==> src/rtl/counter_share_pkg.sv <==
// Shared types and sizing for the counter-sharing arbiter.
package counter_share_pkg;

  localparam int unsigned NREQ_DEF = 4;
  localparam int unsigned W_DEF    = 3;
  localparam int unsigned PTR_W    = $clog2(NREQ_DEF);

  typedef enum logic [1:0] {
    ST_IDLE = 2'd0,
    ST_RUN  = 2'd1,
    ST_DONE = 2'd2
  } state_t;

endpackage

==> src/rtl/rr_pick.sv <==
// Combinational round-robin picker: first set request at or above the pointer, wrapping.
module rr_pick
  import counter_share_pkg::*;
#(
  parameter int unsigned NREQ = NREQ_DEF,
  parameter int unsigned PW   = PTR_W
) (
  input  logic [NREQ-1:0] i_req,
  input  logic [PW-1:0]   i_ptr,
  output logic [NREQ-1:0] o_onehot,
  output logic [PW-1:0]   o_idx,
  output logic            o_valid
);

  logic        w_found;
  int unsigned w_pos;

  always_comb begin
    o_onehot = '0;
    o_idx    = '0;
    o_valid  = |i_req;
    w_found  = 1'b0;
    w_pos    = 0;
    for (int unsigned k = 0; k < NREQ; k++) begin
      w_pos = (32'(i_ptr) + k) % NREQ;
      if (!w_found && i_req[w_pos]) begin
        w_found         = 1'b1;
        o_onehot[w_pos] = 1'b1;
        o_idx           = PW'(w_pos);
      end
    end
  end

endmodule

==> src/rtl/counter_share_arb.sv <==
// Round-robin arbiter sharing one up-counter engine between NREQ requesters.
// Each grant counts 0..len of the owner, pulses done, then re-arbitrates.
module counter_share_arb
  import counter_share_pkg::*;
#(
  parameter int unsigned NREQ = NREQ_DEF,
  parameter int unsigned W    = W_DEF
) (
  input  logic              clk,
  input  logic              res,
  input  logic [NREQ-1:0]   req,
  input  logic [NREQ*W-1:0] len,
  output logic [NREQ-1:0]   gnt,
  output logic [NREQ-1:0]   done,
  output logic [W-1:0]      cnt,
  output logic              busy
);

  localparam int unsigned PW = $clog2(NREQ);

  state_t          r_state, w_state_n;
  logic [NREQ-1:0] r_gnt,   w_gnt_n;
  logic [NREQ-1:0] r_done,  w_done_n;
  logic [W-1:0]    r_cnt,   w_cnt_n;
  logic [W-1:0]    r_len,   w_len_n;
  logic [PW-1:0]   r_ptr,   w_ptr_n;
  logic [PW-1:0]   r_idx,   w_idx_n;
  logic            r_busy,  w_busy_n;

  logic [NREQ-1:0] w_pick_oh;
  logic [PW-1:0]   w_pick_idx;
  logic            w_pick_valid;
  logic [PW-1:0]   w_ptr_inc;

  rr_pick #(.NREQ(NREQ), .PW(PW)) u_pick (
    .i_req   (req),
    .i_ptr   (r_ptr),
    .o_onehot(w_pick_oh),
    .o_idx   (w_pick_idx),
    .o_valid (w_pick_valid)
  );

  // Pointer moves past the owner so other pending requesters win next.
  assign w_ptr_inc = (r_idx == PW'(NREQ - 1)) ? '0 : r_idx + PW'(1);

  always_ff @(posedge clk or posedge res) begin
    if (res) begin
      r_state <= ST_IDLE;
      r_gnt   <= '0;
      r_done  <= '0;
      r_cnt   <= '0;
      r_len   <= '0;
      r_ptr   <= '0;
      r_idx   <= '0;
      r_busy  <= 1'b0;
    end else begin
      r_state <= w_state_n;
      r_gnt   <= w_gnt_n;
      r_done  <= w_done_n;
      r_cnt   <= w_cnt_n;
      r_len   <= w_len_n;
      r_ptr   <= w_ptr_n;
      r_idx   <= w_idx_n;
      r_busy  <= w_busy_n;
    end
  end

  always_comb begin
    w_state_n = r_state;
    w_gnt_n   = r_gnt;
    w_done_n  = '0;
    w_cnt_n   = r_cnt;
    w_len_n   = r_len;
    w_ptr_n   = r_ptr;
    w_idx_n   = r_idx;
    unique case (r_state)
      ST_IDLE: begin
        w_gnt_n = '0;
        w_cnt_n = '0;
        if (w_pick_valid) begin
          w_state_n = ST_RUN;
          w_gnt_n   = w_pick_oh;
          w_idx_n   = w_pick_idx;
          w_len_n   = len[W*32'(w_pick_idx) +: W];
        end
      end
      ST_RUN: begin
        // Abort takes priority over the terminal test.
        if (!req[r_idx]) begin
          w_state_n = ST_IDLE;
          w_gnt_n   = '0;
          w_cnt_n   = '0;
          w_ptr_n   = w_ptr_inc;
        end else if (r_cnt == r_len) begin
          w_state_n = ST_DONE;
          w_gnt_n   = '0;
          w_done_n  = r_gnt;
          w_ptr_n   = w_ptr_inc;
        end else begin
          w_cnt_n = r_cnt + W'(1);
        end
      end
      ST_DONE: begin
        w_state_n = ST_IDLE;
        w_gnt_n   = '0;
        w_cnt_n   = '0;
      end
      default: begin
        w_state_n = ST_IDLE;
        w_gnt_n   = '0;
        w_cnt_n   = '0;
      end
    endcase
    w_busy_n = (w_state_n != ST_IDLE);
  end

  assign gnt  = r_gnt;
  assign done = r_done;
  assign cnt  = r_cnt;
  assign busy = r_busy;

endmodule

==> config.mk <==
export PLATFORM = sky130hd
export DESIGN_NAME = counter_share_arb
export DESIGN_NICKNAME = d
export VERILOG_FILES = /design/src/rtl/counter_share_pkg.sv /design/src/rtl/rr_pick.sv /design/src/rtl/counter_share_arb.sv
export SDC_FILE = /design/constraint.sdc
export NUM_CORES = 1
export LEC_CHECK = 0
export ABC_AREA = 1
export CORE_MARGIN = 3
export CORE_UTILIZATION = 36
export CTS_BUF_LIST = sky130_fd_sc_hd__clkbuf_8
export DETAILED_ROUTE_END_ITERATION = 6
export GPL_TIMING_DRIVEN = 0
export SETUP_SLACK_MARGIN = 0.3
export SYNTH_ARGS = -nofsm -noshare
export SYNTH_HDL_FRONTEND = slang
export SYNTH_SLANG_ARGS = --single-unit
==> constraint.sdc <==
create_clock -name clk -period 2.2 [get_ports clk]
set_clock_uncertainty 0.2 [all_clocks]
set_input_delay 0.22 -clock clk [delete_from_list [all_inputs] [get_ports clk]]
set_output_delay 0.22 -clock clk [all_outputs]
set_load 0.05 [all_outputs]
**Yosys cells after proc, flatten, opt, wreduce, memory -nomap -nowiden**

Index checks and enable logic that the tools add are counted.

- $add $sub $neg: 5
- $mul: 1
- Divide/modulo/power cells: 0
- Order comparisons: 9
- Equality and inequality tests: 6
- Shifts and indexed selects: 1
- Mux-type cells: 46
- Bitwise operators: 3
- Reduce and logical (&&, ||, !) cells: 15

Operators by type and width:

| kind | number |
|---|---|
| $mux 4 | 10 |
| $mux 2 | 10 |
| $lt 2x3->1 const B | 5 |
| $mux 1 | 12 |
| $or 4x4->4 | 3 |
| $shiftx 12x5->3 | 1 |
| $bmux 1 s2 | 5 |
| $mux 3 | 3 |
| $demux 1 s2 | 4 |
| $ge 2x1->1 const B | 4 |
| $pmux 4 s2 | 1 |
| $logic_and 1x1->1 | 7 |
| $ne 3x3->1 const B | 2 |
| $add 2x1->2 const B | 2 |
| $add 2x2->2 const B | 2 |
| $mul 2x2->4 const A | 1 |
| $pmux 2 s2 | 1 |
| $reduce_and 2->1 | 2 |
| $reduce_or 4->1 | 1 |
| $add 3x1->3 const B | 1 |
| $eq 3x3->1 | 1 |
| $logic_not 1->1 | 3 |
| $eq 2x1->1 const B | 1 |
| $eq 2x2->1 const B | 1 |
| 3 further kinds | 3 |

- Flip-flop bits (word level): 21
- Latch bits: 0
- RAM bits: 0
- Memory bits (read-only): 0
- Bits of input ports: 18
- Output and inout bits: 12
- Word-level logic and storage cells: 94
- Memories kept: 0

**Depth between registers and ports, before layout**

Gate-level depths: netlist of the first run.

- Word-level depth: 14
- Gate-level depth with buffers: 14
- Gate-level depth less buffers: 14

**Hierarchy**

Synthesis of the first run repeated with hierarchy kept, for this count alone.

- Cell total of the unflattened synthesis: 211
- Area, all modules: 1600.3 um^2

Modules (own cells, without submodules):

| module | instances | cells an instance | area an instance (um^2) |
|---|---|---|---|
| counter_share_arb | 1 | 128 | 1066.0 |
| rr_pick | 1 | 83 | 534.3 |

**Worst setup path after synthesis of the first run**

OpenSTA, ideal clock, no wires.

- Path type: reg-to-reg
- Start: reg r_ptr[1]
- End: reg r_len[0]
- Library setup time: 0.124 ns
- Arrival time: 1.888 ns
- Setup slack: -0.012 ns
- Cell stages (with the launch flop): 15
- Cells stage by stage: dfrtp_1 > inv_1 > ha_1 > inv_1 > nand3_1 > nand2_2 > inv_2 > nor2_8 > nand2_4 > nand2_4 > nand2_4 > nand2_1 > nand2_1 > nand2_1 > nand3_1

- Longest elaborated chain between the ends: 14
- Elaborated cells on any way between the ends: 26

RTL lines:

| element | RTL line | RTL |
|---|---|---|
| start, declared | counter_share_arb.sv:26 | `logic [PW-1:0] r_ptr, w_ptr_n;` |
| start signal, assigned | counter_share_arb.sv:62 | `r_ptr <= w_ptr_n;` |
| parallel branches: the longest is 11 deep, another holds $add 2x1->2 | -- |  |
| $mux 2 * | rr_pick.sv:26 | `if (!w_found && i_req[w_pos]) begin` |
| $mul 2x2->4 * | counter_share_arb.sv:84 | `w_len_n = len[W*32'(w_pick_idx) +: W];` |
| $shiftx 12x5->3 * | counter_share_arb.sv:84 |  |
| end signal, assigned | counter_share_arb.sv:61 | `r_len <= w_len_n;` |
| end, declared | counter_share_arb.sv:25 | `logic [W-1:0] r_len, w_len_n;` |

Every way passes the cells marked *. The select of a mux whose other input is x is not followed.
A chain may end at the register's enable or synchronous reset.

**Final worst setup path of the first run**

- Start: reg r_ptr[0]
- End: reg r_len[1]

The elaborated chain is that of the path after synthesis.

==> results of run 1 <==
==> worst min path at each step <==
stage                         startpoint                   end  slack [ps]
global placement      gnt[2]$_DFFE_PP0P_     done[2]$_DFF_PP0_         310
CTS                                  res    gnt[1]$_DFFE_PP0P_         240
global route                         res    gnt[1]$_DFFE_PP0P_         290
floorplan                            res        busy$_DFF_PP0_          -4
detailed placement  r_len[1]$_DFFE_PP0P_  r_len[1]$_DFFE_PP0P_         310
finish                               res    gnt[1]$_DFFE_PP0P_         200
==> report_power, final <==
part	internal, mW	leakage, nW	switching (mW)	total [mW]
clock network	0.126	0.0255	0.121	0.247
registers	0.520	0.269	0.0884	0.608
logic	0.977	0.718	1.52	2.50
==> cell families after synthesis <==
group | synth area share
buffers and inverters | 0.0639
XOR/XNOR | 0.0179
AO/OA/AOI/OAI | 0.0894
adder cells (fa/ha/maj) | 0.0852
AND/OR/NAND/NOR | 0.386
flip-flops | 0.358
==> timing repair <==
item,4_1_cts,5_1_grt
pin swaps,8,6
setup buffers,10,5
cloned,0,0
endpoints found under the hold margin,0,0
setup endpoints to repair,13,15
gates resized for setup,10,11
==> sequential cells by signal, summed over array words and instances (netlist names) <==
register  cells
r_idx         2
cnt           3
gnt           4
r_state       2
r_ptr         2
done          4
r_len         3
busy          1
==> worst max-delay path, delay by kind of cell (launching register included) <==
kind	cells	cell delay [ps]
and+or+nand+nor	10	850
DFF	1	440
adders and majority gates	1	210
buffers and inverters	3	190
==> metal layers <==
metal,global-route usage,wire [um]
met3,0.0317,145
met4,0.0170,14
met5,0,0
met2,0.230,1590
met1,0.176,1510
==> cells in the final DEF (no fill, tap or decap), types with 4 or more instances in the layout <==
cell | Yosys | final
clkdlybuf4s50_1 | 0 | 26
ha_1 | 10 | 9
o21ai_0 | 9 | 7
nand3_1 | 18 | 16
nand2_2 | 3 | 4
o21ai_1 | 4 | 4
nor2_1 | 13 | 9
nor2_4 | 1 | 4
nand2_4 | 4 | 5
nand3_2 | 3 | 4
inv_1 | 21 | 19
a21oi_1 | 7 | 7
dfrtp_1 | 21 | 19
nand2_1 | 64 | 62
buf_4 | 0 | 15
==> metrics by stage <==
step	power, mW	util	hold WS (ps)	setup slack (ps)	cell area (um^2)
final	3.35	0.544	199	183	2070
after global routing	3.66	0.544	294	66.6	2070
after CTS	3.15	0.524	242	172	1990
after detailed placement	2.65	0.486	307	-99.3	1850
after global placement	2.65	0.486	309	-116	1850
after floorplan	2.22	-	-3.61	197	1500
==> area by class of cell <==
cell class	instances	area, um^2	area share
inverters	25	106	0.0514
clock buffers	3	41.3	0.0200
well taps	48	60.1	0.0290
multi-input cells	150	928	0.449
repair buffers	44	399	0.193
flip-flops and latches	21	528	0.255
clock inverters	1	5.00	0.00242
==> impl_metrics.toml, run 1 <==
[clock_tree]
clk_latency_ps = 260
clockBufferDepth = 2
cts_tree = "built"
cts_sinks = 21
h-tree-depth = 1
clk_pin_slew_worst_paths_ps = 70
cts_made_buffers = 3
ctsRootBufferMaster = "clkbuf_8"
hold_buffers = 0

[synthesis]
synth_most_common_cell = "nand2_1"
syn-num-nets = 224
syn_area_um2 = 1470
avgSynthCellArea_um2 = 7.49
synth_edf_count = 0
synth.area.top_cells = "dfrtp_1, nand2_1, ha_1"
synth_seq_cells = 21
synth_top_area_frac = 0.358
ys_seq_area_frac = 0.358
syn_inst = 196
synth_ff_type = "dfrtp_1"
yosysTopAreaCell = "dfrtp_1"
async_flop_share = 1.00
ys_warn_count = 0
yosysUniqueCellTypes = 25
synth_common_cells = "nand2_1, dfrtp_1, inv_1"

[drt]
drtPass1Iterations = 4
drc_errors = 0
wl_per_cell_um = 11.2
drt-total-wl_um = 3260
initialDrtViolationCount = 77
avgViaCountPerCell = 4.66
num_vias = 1360
postRouteAntennaNets = 0

[grt]
gr-usage-all-layers = 0.134
grt_antenna_before_repair = 0
grt_max_degree = 22
grt_pass1_wl_um = 5420
overflow = 0
grt_pass1_vias = 1266

[run]
max_cap_violations = 0

[sta]
finalCritPeriodShare = 0.917
timing.slew.headroom = 0.490
fmax_mhz = 496
finalHoldViolCount = 0
period_needed_ps = 2020
finalSetupViolCount = 0
fin_setup_tns_ps = 0
slew_viol_final = 0
rsz0062_at_grt = "yes"
tightest_slew_ps = 764

[critical_path]
rr_worst_depth = 14
setup.worst_path.end_class = "flop"
worst-path-max-fanout = 7
reg2reg_slack_ps = 180
slowest_delay_ps = 440
r2r_start = "r_ptr[0]$_DFFE_PP0P_"
cp_slowest_cell = "dfrtp_2"
cpMostUsedCell = "nand2_4"
worstReg2RegEnd = "r_len[1]$_DFFE_PP0P_"
path_cells = "inv_6 -> ha_4 -> inv_4 -> nand3_4 -> nand2_4 -> inv_4 -> nor2_8 -> nand2_4 -> nand2_4 -> nand2_4 -> nand2_1 -> nand2_1 -> nand2_1 -> nand3_2"
crit_path_end = "r_len[1]$_DFFE_PP0P_"
worstSetupPathType = "flop to flop"
cp.required_ps = 2150
critPathArrivalTime_ps = 1960
worstSetupStartpoint = "r_ptr[0]$_DFFE_PP0P_"
crit_path_start_kind = "flop"

[floorplan]
core_area_um2 = 3800
io_pins = 30
die_area_um2 = 4880
start_util = 0.387
fp.dieW_um = 69.9
die_y_um = 69.9
rows = 22

[cells_and_area]
nets = 273
drive_gt1_frac = 0.225
antenna_cells = 0
instances_no_fill = 292
syn_to_final_growth_pct = 40.8
fill_cells = 359

[power_and_ir_drop]
ir_drop_mv = 0.789
powerDensity_nw_per_um2 = 1620
p_leak_nw = 1.01

[placed_design]
dp.cells = 273
gp_congestion = 0.787
io_buffers = 29
hpwlAfterDp_um = 2430

[status]
status = "completed"

[hold_path]
hold_path.class = "input port to asynchronous set/reset pin"
Power figures use the tool's default switching activity.
==> run 2, diff against run 1 <==
--- a/config.mk
+++ b/config.mk
@@ -14,4 +14,5 @@
 export SETUP_SLACK_MARGIN = 0.3
 export SYNTH_ARGS = -nofsm -noshare
 export SYNTH_HDL_FRONTEND = slang
+export SYNTH_HIERARCHICAL = 1
 export SYNTH_SLANG_ARGS = --single-unit
==> run 2 against run 1 <==
Compared with the run above:
- the run now ends with negative setup slack left
- combinational power rose by 25%
- sequential share of layout area down 2.9 points
- register-to-register slack lost 220 ps
- sequential power is 3% higher
- hold slack got worse by 2.8 ps
- largest power group unchanged
- count of clock-buffer cells in the layout is the same
- critical path depth increased by 1
- fmax shrank 9.8%
- critical endpoint is now r_len[2]$_DFFE_PP0P_
- die area rose by 8.2%
- non-clock buffer count grew 5
- highest routed layer unchanged
- final cell count grew 6.8%
==> impl_metrics.toml, run 2 <==
[drt]
dr.max_layer_used = "met4"
initialDrtViolationCount = 50
drc_errors = 0
wl_per_cell_um = 12.5
route.met2.wl_um = 1970
met1_length_um = 1760
drt-total-wl_um = 3900
avgViaCountPerCell = 4.83
drtPass1Iterations = 5
num_vias = 1506
postRouteAntennaNets = 0
wl_met3_um = 104

[sta]
rsz0062_at_grt = "yes"
worst_slack_ps = -35.7
slew_viol_final = 0
fmax_mhz = 447
finalCritPeriodShare = 1.02
tightest_slew_ps = 779
timing.slew.headroom = 0.480
period_needed_ps = 2240
finalSetupViolCount = 2
finalHoldViolCount = 0

[critical_path]
crit_path_start_kind = "flop"
path_cells = "buf_6 -> inv_8 -> ha_4 -> inv_4 -> nand3_4 -> nand2_4 -> nand3_4 -> nor2_4 -> nor2_2 -> nor2_4 -> inv_4 -> o21ai_2 -> o22ai_2 -> nand2_1 -> o21ai_1"
worst-path-max-fanout = 7
setup.worst_path.end_class = "flop"
cpLargestDelayFamily = "simple AND/OR/NAND/NOR gates"
worst-path-buf-inv = 4
cp.required_ps = 2160
slowest_delay_ps = 420
cp_slowest_cell = "dfrtp_2"
worstSetupPathType = "flop to flop"
critPathArrivalTime_ps = 2200
rr_worst_depth = 15
cp.depth = 15

[status]
violations = "negative setup slack"
status = "finished, violations left"

[placed_design]
hpwlAfterDp_um = 2710
gp_congestion = 0.775
dp_slack_ps = -281
io_buffers = 29

[run]
max_cap_violations = 0

[clock_tree]
cts_tree = "built"
ctsRootBufferMaster = "clkbuf_8"
hold_buffers = 0
h-tree-depth = 1
clockBufferDepth = 2
cts_made_buffers = 3
cts_sinks = 21
clk_latency_ps = 260
clk_pin_slew_worst_paths_ps = 80

[synthesis]
syn_inst = 211
yosysTopAreaCell = "dfrtp_1"
synth_seq_cells = 21
syn_area_um2 = 1600
synth_top_area_frac = 0.328
synth_edf_count = 0
synth_common_cells = "nand2_1, nand3_1, dfrtp_1"
syn-num-nets = 236
synth.area.top_cells = "dfrtp_1, nand2_1, nand3_1"
async_flop_share = 1.00
synth_ff_type = "dfrtp_1"
avgSynthCellArea_um2 = 7.58
ys_seq_area_frac = 0.328
synth_most_common_cell = "nand2_1"
yosysUniqueCellTypes = 26
ys_warn_count = 6

[cells_and_area]
drive_gt1_frac = 0.332
multi_input_area_um2 = 1110
mostFrequentLayoutCell = "nand2_1"
final_cell_mix = "nand2_1, clkdlybuf4s50_1, nand3_1, dfrtp_1, inv_1"
fill_cells = 377
antenna_cells = 0
seq_area_um2 = 528
nets = 288
syn_to_final_growth_pct = 45.6

[floorplan]
core_area_um2 = 4140
fp.dieW_um = 72.7
start_util = 0.386
die_area_um2 = 5280
rows = 23
io_pins = 30
die_y_um = 72.7

[grt]
grt_pass1_wl_um = 6510
gr-usage-all-layers = 0.152
grt_max_degree = 22
overflow = 0
grt_pass1_vias = 1440
grt_antenna_before_repair = 0

[power_and_ir_drop]
power.total_mw = 4.01
swShare = 0.520
p_comb_frac = 0.781
ir_drop_mv = 1.08
p_leak_nw = 1.15
p_clk_frac = 0.063
p_sw_mw = 2.08
cellInternalPower_mw = 1.93
seqPwrFrac = 0.156
powerDensity_nw_per_um2 = 1720

[hold_path]
hold_path.class = "input port to asynchronous set/reset pin"
## run 2: cell types whose count changed after synthesis, moves of 3 or more
| cell | delta |
|---|---|
| nor3b_2 | +4 |
| ha_1 | -3 |
| nand2_1 | -5 |
| o21ai_0 | +4 |
| a21boi_0 | +4 |
| nand3_1 | +15 |
| o21ai_1 | -4 |
| o22ai_1 | +3 |
## run 2: final cells by class
| cell class | count | share of cell area |
|---|---|---|
| Buffer | 2 | 0.00967 |
| Clock buffer | 3 | 0.0177 |
| Clock inverter | 1 | 0.00215 |
| Inverter | 25 | 0.0521 |
| Multi-Input combinational cell | 163 | 0.475 |
| Sequential cell | 21 | 0.227 |
| Tap cell | 50 | 0.0269 |
| Timing Repair Buffer | 47 | 0.190 |
## run 2: cells by family after synthesis
group,share of synthesized area
DFF,0.328
adders and majority gates,0.0547
xor gates and xnor gates,0.00547
and+or+nand+nor,0.436
buffers and inverters,0.0860
AOI/OAI and AO/OA,0.0899
## run 2: path summary, 6_finish.rpt
path / startpoint / endpoint / slack, ps
max in group asynchronous: res / r_ptr[0]$_DFFE_PP0P_ / 1050
min in group clk: r_len[1]$_DFFE_PP0P_ / r_len[1]$_DFFE_PP0P_ / 300
setup reg to reg: r_ptr[0]$_DFFE_PP0P_ / r_len[2]$_DFFE_PP0P_ / -40
hold reg to reg: r_len[1]$_DFFE_PP0P_ / r_len[1]$_DFFE_PP0P_ / 300
setup / recovery: r_ptr[0]$_DFFE_PP0P_ / r_len[2]$_DFFE_PP0P_ / -40
hold / removal: res / cnt[2]$_DFFE_PP0P_ / 200
## run 2: power groups by stage
stage	logic (mW)	registers [mW]	clock network [mW]
final	3.13	0.626	0.251
after global routing	3.46	0.645	0.273
after floorplan	1.70	0.767	0
after global placement	2.28	0.657	0
after detailed placement	2.28	0.659	0
after CTS	2.81	0.629	0.256
## run 2: through the flow
step	cells	setup TNS (ps)	utilization	area, um^2	hold WS (ps)
final	312	-50.5	0.562	2330	196
after global routing	312	-683	0.562	2330	264
after CTS	311	-153	0.540	2240	234
after detailed placement	290	-877	0.482	2000	295
after global placement	290	-838	0.482	2000	289
after floorplan	211	-10.9	-	1640	-3.54
## run 2: what timing repair did
action | 4_1_cts | 5_1_grt
gates resized for setup | 24 | 24
setup endpoints to repair | 12 | 11
buffers inserted | 17 | 1
pin swaps | 16 | 9
## run 2: metal layers
| metal | GRT usage | up-vias |
|---|---|---|
| met5 | 0 | - |
| met4 | 0.0533 | 0 |
| met3 | 0.0152 | 6 |
| met2 | 0.260 | 29 |
| met1 | 0.201 | 682 |
| li1 | - | 789 |
